**config.mk**
```make
export PLATFORM = sky130hd
export DESIGN_NAME = ds_controller_flat
export DESIGN_NICKNAME = d
export VERILOG_FILES = /design/src/rtl/ds_controller_if.sv /design/src/rtl/ds_controller.sv /design/src/flat_wrapper.sv
export SDC_FILE = /design/constraint.sdc
export NUM_CORES = 1
export LEC_CHECK = 0
export CORE_UTILIZATION = 29
export DETAILED_ROUTE_END_ITERATION = 8
export GPL_TIMING_DRIVEN = 0
export SETUP_SLACK_MARGIN = 0.1
export SLEW_MARGIN = 10
export SYNTH_ARGS = -nofsm -noshare
export SYNTH_HDL_FRONTEND = slang
export SYNTH_SLANG_ARGS = --single-unit
```
**constraint.sdc**
```tcl
create_clock -name clk -period 4.75 [get_ports clk]
set_clock_uncertainty 0.2 [all_clocks]
set_input_delay 0.95 -clock clk [delete_from_list [all_inputs] [get_ports clk]]
set_output_delay 0.95 -clock clk [all_outputs]
set_load 0.02 [all_outputs]
```
**src/rtl/ds_controller_if.sv**
```systemverilog
// Signal bundle between the disco/alarm controller and its surroundings.
// The master side drives the switch/sense inputs; the slave side is the controller.
interface ds_controller_if;
    logic       S;
    logic       M;
    logic       L;
    logic       B;
    logic [1:0] STATE;

    modport master (
        output S,
        output M,
        input  L,
        input  B,
        input  STATE
    );

    modport slave (
        input  S,
        input  M,
        output L,
        output B,
        output STATE
    );
endinterface

```
**src/rtl/ds_controller.sv**
```systemverilog
// Disco/alarm sequencing controller: synchronizes S and M, debounces M, and
// runs a Moore FSM driving a strobed light L and a time-limited buzzer B.
module ds_controller #(
    parameter int unsigned DEB_CYCLES = 4,
    parameter int unsigned BLINK_HALF = 8,
    parameter int unsigned HOLD_MIN   = 16,
    parameter int unsigned BUZZ_MAX   = 32
) (
    input  logic            clk,
    input  logic            rst_n,
    ds_controller_if.slave  bus
);

    localparam int unsigned DEB_W   = $clog2(DEB_CYCLES + 1);
    localparam int unsigned DWELL_W = $clog2(HOLD_MIN + 1);
    localparam int unsigned BUZZ_W  = $clog2(BUZZ_MAX + 1);
    localparam int unsigned BLINK_W = $clog2(BLINK_HALF + 1);

    localparam logic [DEB_W-1:0]   DEB_LAST   = DEB_W'(DEB_CYCLES - 1);
    localparam logic [DWELL_W-1:0] DWELL_SAT  = DWELL_W'(HOLD_MIN);
    localparam logic [BUZZ_W-1:0]  BUZZ_LAST  = BUZZ_W'(BUZZ_MAX - 1);
    localparam logic [BLINK_W-1:0] BLINK_LAST = BLINK_W'(BLINK_HALF - 1);

    typedef enum logic [1:0] {
        ST_OFF   = 2'b00,
        ST_LIGHT = 2'b01,
        ST_BUZZ  = 2'b10,
        ST_MUTE  = 2'b11
    } state_t;

    logic               s_meta, s_s;
    logic               m_meta, m_s;
    logic               md;
    logic [DEB_W-1:0]   deb_cnt;

    state_t             state, state_nxt;
    logic [DWELL_W-1:0] dwell, dwell_nxt;
    logic [BUZZ_W-1:0]  buzz, buzz_nxt;
    logic [BLINK_W-1:0] blink, blink_nxt;
    logic               phase, phase_nxt;
    logic               l_q, b_q;
    logic               l_nxt, b_nxt;
    logic               entering;

    // Two-flop synchronizers, then M is accepted only after DEB_CYCLES
    // consecutive disagreeing samples.
    always_ff @(posedge clk or negedge rst_n) begin
        if (!rst_n) begin
            s_meta  <= 1'b0;
            s_s     <= 1'b0;
            m_meta  <= 1'b0;
            m_s     <= 1'b0;
            md      <= 1'b0;
            deb_cnt <= '0;
        end else begin
            s_meta <= bus.S;
            s_s    <= s_meta;
            m_meta <= bus.M;
            m_s    <= m_meta;
            if (m_s != md) begin
                if (deb_cnt == DEB_LAST) begin
                    md      <= m_s;
                    deb_cnt <= '0;
                end else begin
                    deb_cnt <= deb_cnt + 1'b1;
                end
            end else begin
                deb_cnt <= '0;
            end
        end
    end

    always_comb begin
        state_nxt = state;
        if (!s_s) begin
            state_nxt = ST_OFF;
        end else begin
            unique case (state)
                ST_OFF:   state_nxt = md ? ST_LIGHT : ST_BUZZ;
                ST_LIGHT: if (!md && dwell >= DWELL_SAT) state_nxt = ST_BUZZ;
                ST_BUZZ: begin
                    if (md)                     state_nxt = ST_LIGHT;
                    else if (buzz == BUZZ_LAST) state_nxt = ST_MUTE;
                end
                ST_MUTE:  if (md) state_nxt = ST_LIGHT;
                default:  state_nxt = ST_OFF;
            endcase
        end
    end

    // Every counter restarts on any state change; each only matters while
    // its own state is current, so clearing on exit is harmless.
    always_comb begin
        entering  = (state_nxt != state);
        dwell_nxt = dwell;
        buzz_nxt  = buzz;
        blink_nxt = blink;
        phase_nxt = phase;
        if (entering) begin
            dwell_nxt = '0;
            buzz_nxt  = '0;
            blink_nxt = '0;
            phase_nxt = 1'b1;
        end else begin
            if (state == ST_LIGHT) begin
                if (dwell != DWELL_SAT) dwell_nxt = dwell + 1'b1;
                if (blink == BLINK_LAST) begin
                    blink_nxt = '0;
                    phase_nxt = ~phase;
                end else begin
                    blink_nxt = blink + 1'b1;
                end
            end
            if (state == ST_BUZZ) buzz_nxt = buzz + 1'b1;
        end
        l_nxt = (state_nxt == ST_LIGHT) && phase_nxt;
        b_nxt = (state_nxt == ST_BUZZ);
    end

    always_ff @(posedge clk or negedge rst_n) begin
        if (!rst_n) begin
            state <= ST_OFF;
            dwell <= '0;
            buzz  <= '0;
            blink <= '0;
            phase <= 1'b0;
            l_q   <= 1'b0;
            b_q   <= 1'b0;
        end else begin
            state <= state_nxt;
            dwell <= dwell_nxt;
            buzz  <= buzz_nxt;
            blink <= blink_nxt;
            phase <= phase_nxt;
            l_q   <= l_nxt;
            b_q   <= b_nxt;
        end
    end

    assign bus.L     = l_q;
    assign bus.B     = b_q;
    assign bus.STATE = state;

endmodule

```
**src/flat_wrapper.sv**
```systemverilog
// flat-port wrapper written by rule: the top's interface ports become plain ports
module ds_controller_flat 
#(
    parameter int unsigned DEB_CYCLES = 4,
    parameter int unsigned BLINK_HALF = 8,
    parameter int unsigned HOLD_MIN   = 16,
    parameter int unsigned BUZZ_MAX   = 32
)
  (clk, rst_n, bus_S, bus_M, bus_L, bus_B, bus_STATE);
  ds_controller_if bus_i ();
  input  logic clk;
  input  logic rst_n;
  input wire logic [$bits(bus_i.S)-1:0] bus_S;
  input wire logic [$bits(bus_i.M)-1:0] bus_M;
  output wire logic [$bits(bus_i.L)-1:0] bus_L;
  output wire logic [$bits(bus_i.B)-1:0] bus_B;
  output wire logic [$bits(bus_i.STATE)-1:0] bus_STATE;
  assign bus_i.S = bus_S;
  assign bus_i.M = bus_M;
  assign bus_L = bus_i.L;
  assign bus_B = bus_i.B;
  assign bus_STATE = bus_i.STATE;
  ds_controller #(.DEB_CYCLES(DEB_CYCLES), .BLINK_HALF(BLINK_HALF), .HOLD_MIN(HOLD_MIN), .BUZZ_MAX(BUZZ_MAX)) u_core (.clk(clk), .rst_n(rst_n), .bus(bus_i));
endmodule
```
==> impl_summary.txt, run 1 <==
----------------------------------------------------
[Run status]
  Outcome ... completed

[Place]
  Weighted congestion reported at the end of routability-driven placement ... 0.730
  Placed instance count ... 172
  Placement Setup Slack ... 2.08 ns
  Number of input and output port buffers inserted ... 7
  Post-detailed-placement cell area ... 1420 um^2
  DP HPWL ... 1540 um

[Route]
  Number of nets with antenna violations after routing ... 0
  WL/cell ... 12.0 um
  Length of the first detailed-routing pass in iterations ... 4
  Via count ... 824
  Number of remaining DRC errors ... 0
  First-iteration detailed-routing DRC count ... 21
  Final routed wirelength across all metal layers ... 2120 um
  Via density per instance ... 4.68

[Worst setup path]
  Worst stage delay on the critical path ... 0.64 ns
  Cell type of the slowest stage on the worst timing path ... sky130_fd_sc_hd__clkdlybuf4s50_1
  Startpoint type of the worst setup path ... register
  Critical Path Fanout Max ... 9
  Cell breakdown of the critical path ... clkdlybuf4s50_1
  Crit. End Element ... output port
  Category of the most critical setup path ... reg -> out
  WP data required ... 3.60 ns
  Worst path bufs/invs ... 1
  Cell class contributing the biggest share of worst-path delay ... buffers and inverters
  Arrival time at the worst endpoint ... 1.38 ns

[Finish]
  Post-layout instance count excluding filler cells ... 176
  Share of cells above drive strength 1 ... 10.3%
  Share of the core filled with cells ... 35.7%
  Most common library cell in the layout ignoring fill and taps ... sky130_fd_sc_hd__dfrtp_1
  Area delta synth->final ... 14.2%
  Sequential cell area ... 701 um^2
  Number of nets at the end of the flow ... 136
  Area of combinational cells with multiple inputs ... 547 um^2
  Layout fillers ... 412
  Most frequent cells in the layout ... 28 x sky130_fd_sc_hd__dfrtp_1, 17 x sky130_fd_sc_hd__nor2_1, 7 x sky130_fd_sc_hd__nand2_1, 7 x sky130_fd_sc_hd__xor2_1, 6 x sky130_fd_sc_hd__clkdlybuf4s50_1
  Antenna diode count ... 0
  Area of all placed cells without fillers ... 1470 um^2

[Clock tree]
  Number of instances resized during post-cts repair ... 0
  Number of buffers added to fix hold violations after cts ... 0
  Longest Clk Path Bufs ... 2
  Buffers inserted during post-CTS setup optimization ... 0
  Number of buffers inserted during clock tree synthesis ... 3
  TritonCTS clock tree ... done
  # clock sinks ... 28
  Number of levels in the clock H-tree ... 1
  Clk pin slew, worst setup/hold paths ... 0.09 ns
  Clock insertion delay at the later pin of the skew report ... 0.27 ns
  Root buffer cell ... sky130_fd_sc_hd__clkbuf_8

[Timing]
  Achievable Freq ... 395 MHz
  Count of pins over their slew limit ... 0
  Final critical-path setup slack ... 2.22 ns
  RSZ-0062 raised after global routing ... no
  Final period util ... 53.3%
  Min cycle time layout ... 2.53 ns
  Final number of setup-violating endpoints ... 0
  Sum of negative setup slack ... 0 ns
  Transition time at the pin with the least slew margin ... 0.613 ns
  Slew Limit Headroom ... 59.1%
  Final Hold Fails ... 0

[Floorplan]
  Placeable core area ... 4120 um^2
  Initial core utilization ... 31.3%
  Die span in x ... 68.6 um
  Top-Level Pins ... 8
  Die Outline Area ... 4710 um^2
  Number of core rows ... 23
  Die Ht ... 68.6 um

[Run]
  Max-cap violations ... 0

[Yosys]
  Flip-flop and latch count after synthesis ... 28
  Top cells by area, synth ... sky130_fd_sc_hd__dfrtp_1 54%, sky130_fd_sc_hd__nor2_1 5.0%, sky130_fd_sc_hd__ha_1 4.9%
  Total nets after synthesis ... 124
  Unique cell type count in the Yosys netlist ... 33
  Largest area contributor in the netlist ... sky130_fd_sc_hd__dfrtp_1
  Fraction of synthesized cell area taken by the top area cell type ... 54.5%
  YS warnings ... 0
  Summed instance area of the synthesized netlist ... 1290 um^2
  Post-synthesis sequential area ratio ... 54.5%
  Average cell area after synthesis ... 11.2 um^2
  Instance count of the mapped netlist ... 115

[Global routing]
  Overflow after GRT ... 0
  Pin count of the biggest net entering global routing ... 29
  Overall track demand over capacity in global routing ... 10.8%
  Vias in the first global route ... 875
  Initial antenna violation count ... 0
  First-pass GRT wire length ... 3680 um

[Power and ir drop]
  Leakage ... 0.627 nW
  Power Dens Cells ... 438 nW/um^2
  Maximum vdd ir drop ... 0.131 mV

[Min path]
  Class of the worst hold path ... reg -> reg

----------------------------------------------------
[per-stage QoR]
| step | hold WS (ns) | power [mW] |
|---|---|---|
| after detailed placement | 0.143 | 0.506 |
| after CTS | 0.165 | 0.651 |
| after global routing | 0.185 | 0.686 |
| after floorplan | 0.131 | 0.442 |
| after global placement | 0.135 | 0.496 |
| final | 0.161 | 0.643 |
[worst paths after layout]
| path | from | to | slack, ns | depth (start not counted) |
|---|---|---|---|---|
| hold reg to reg | u_core.m_meta | u_core.m_s | 0.16 | 0 |
| hold / removal | u_core.m_meta | u_core.m_s | 0.16 | 0 |
| min in group asynchronous | rst_n | u_core.deb_cnt[2] | 0.48 | 1 |
| max in group asynchronous | rst_n | u_core.buzz[2] | 3.48 | 1 |
| setup reg to reg | u_core.buzz[0] | u_core.dwell[3] | 2.83 | 6 |
| setup / recovery | u_core.bus.STATE[0] | bus_STATE[0] | 2.22 | 1 |
[synth_stat cells (all sizes together)]
cell type	instances
nor2	17
o221a	1
ha	5
nor2b	5
o22a	2
o21a	1
a21oi	3
nand2b	3
nand4	3
dfrtp	28
and2	1
xor2	7
nor3	2
nand3	2
a311oi	1
or4	1
inv	3
xnor2	5
nor3b	3
and3	1
nand2	7
mux2i	2
mux2	1
or2	1
nor4b	1
clkbuf	1
o21ai	3
and2b	1
nand3b	1
buf	2
a31oi	1
[kinds of logic (layout without fill, tap and decap cells)]
logic type | count (synthesis) | after routing | share of synthesized area [%]
AND/OR/NAND/NOR | 49 | 49 | 19.8
flip-flops | 28 | 28 | 54.5
AO/OA/AOI/OAI | 12 | 12 | 7.20
XOR/XNOR | 12 | 12 | 8.17
buffers and inverters | 6 | 17 | 3.02
adder cells (fa/ha/maj) | 5 | 5 | 4.86
multiplexers | 3 | 3 | 2.43
[flip-flops by register name, summed over array words and instances, names as in the netlist, 2 cells and up]
name / cells
u_core.blink: 4
u_core.bus.STATE: 2
u_core.buzz: 6
u_core.deb_cnt: 3
u_core.dwell: 5
[area by class of cell]
| class | instances | share of cell area, % |
|---|---|---|
| sequential | 28 | 47.7 |
| multi-input combinational | 81 | 37.2 |
| inverter | 3 | 0.767 |
| buffer | 3 | 1.87 |
| clock buffer | 4 | 3.75 |
| timing repair buffer | 7 | 4.43 |
| tap | 50 | 4.26 |
[per-layer routing]
metal | GRT usage, % | vias up | part of all wire, %
met3 | 1.48 | 5 | 2.0
met2 | 19.7 | 14 | 47
met1 | 11.6 | 395 | 48
met5 | 0 | - | 0
li1 | - | 410 | -
met4 | 7.03 | 0 | 3.0
[report_power, final]
group | total (mW) | internal (mW) | switching (mW)
Combinational | 0.190 | 0.0928 | 0.0971
Clock | 0.146 | 0.0742 | 0.0717
Sequential | 0.307 | 0.273 | 0.0343
Total | 0.643 | 0.440 | 0.203
Power figures use the tool's default switching activity.
==> inputs of run 2 (changes only) <==
==> constraint.sdc (replaced) <==
create_clock -name clk -period 2.3 [get_ports clk]
set_clock_uncertainty 0.2 [all_clocks]
set_input_delay 0.46 -clock clk [delete_from_list [all_inputs] [get_ports clk]]
set_output_delay 0.46 -clock clk [all_outputs]
set_load 0.02 [all_outputs]
==> results of run 2 <==
Same layout as run 1 (identical final DEF). Status: finished, violations left: negative hold slack.
Main changes from that run: setup slack after placement 2.08 ns -> 0.123 ns; setup slack after layout 2.22 ns -> 0.260 ns; hold slack 0.161 ns -> -0.0130 ns; number of hold violations in the final report 0 -> 28; register-to-register setup slack 2.83 ns -> 0.38 ns; total power 0.643 mW -> 1.33 mW; worst IR drop on VDD 0.131 mV -> 0.271 mV
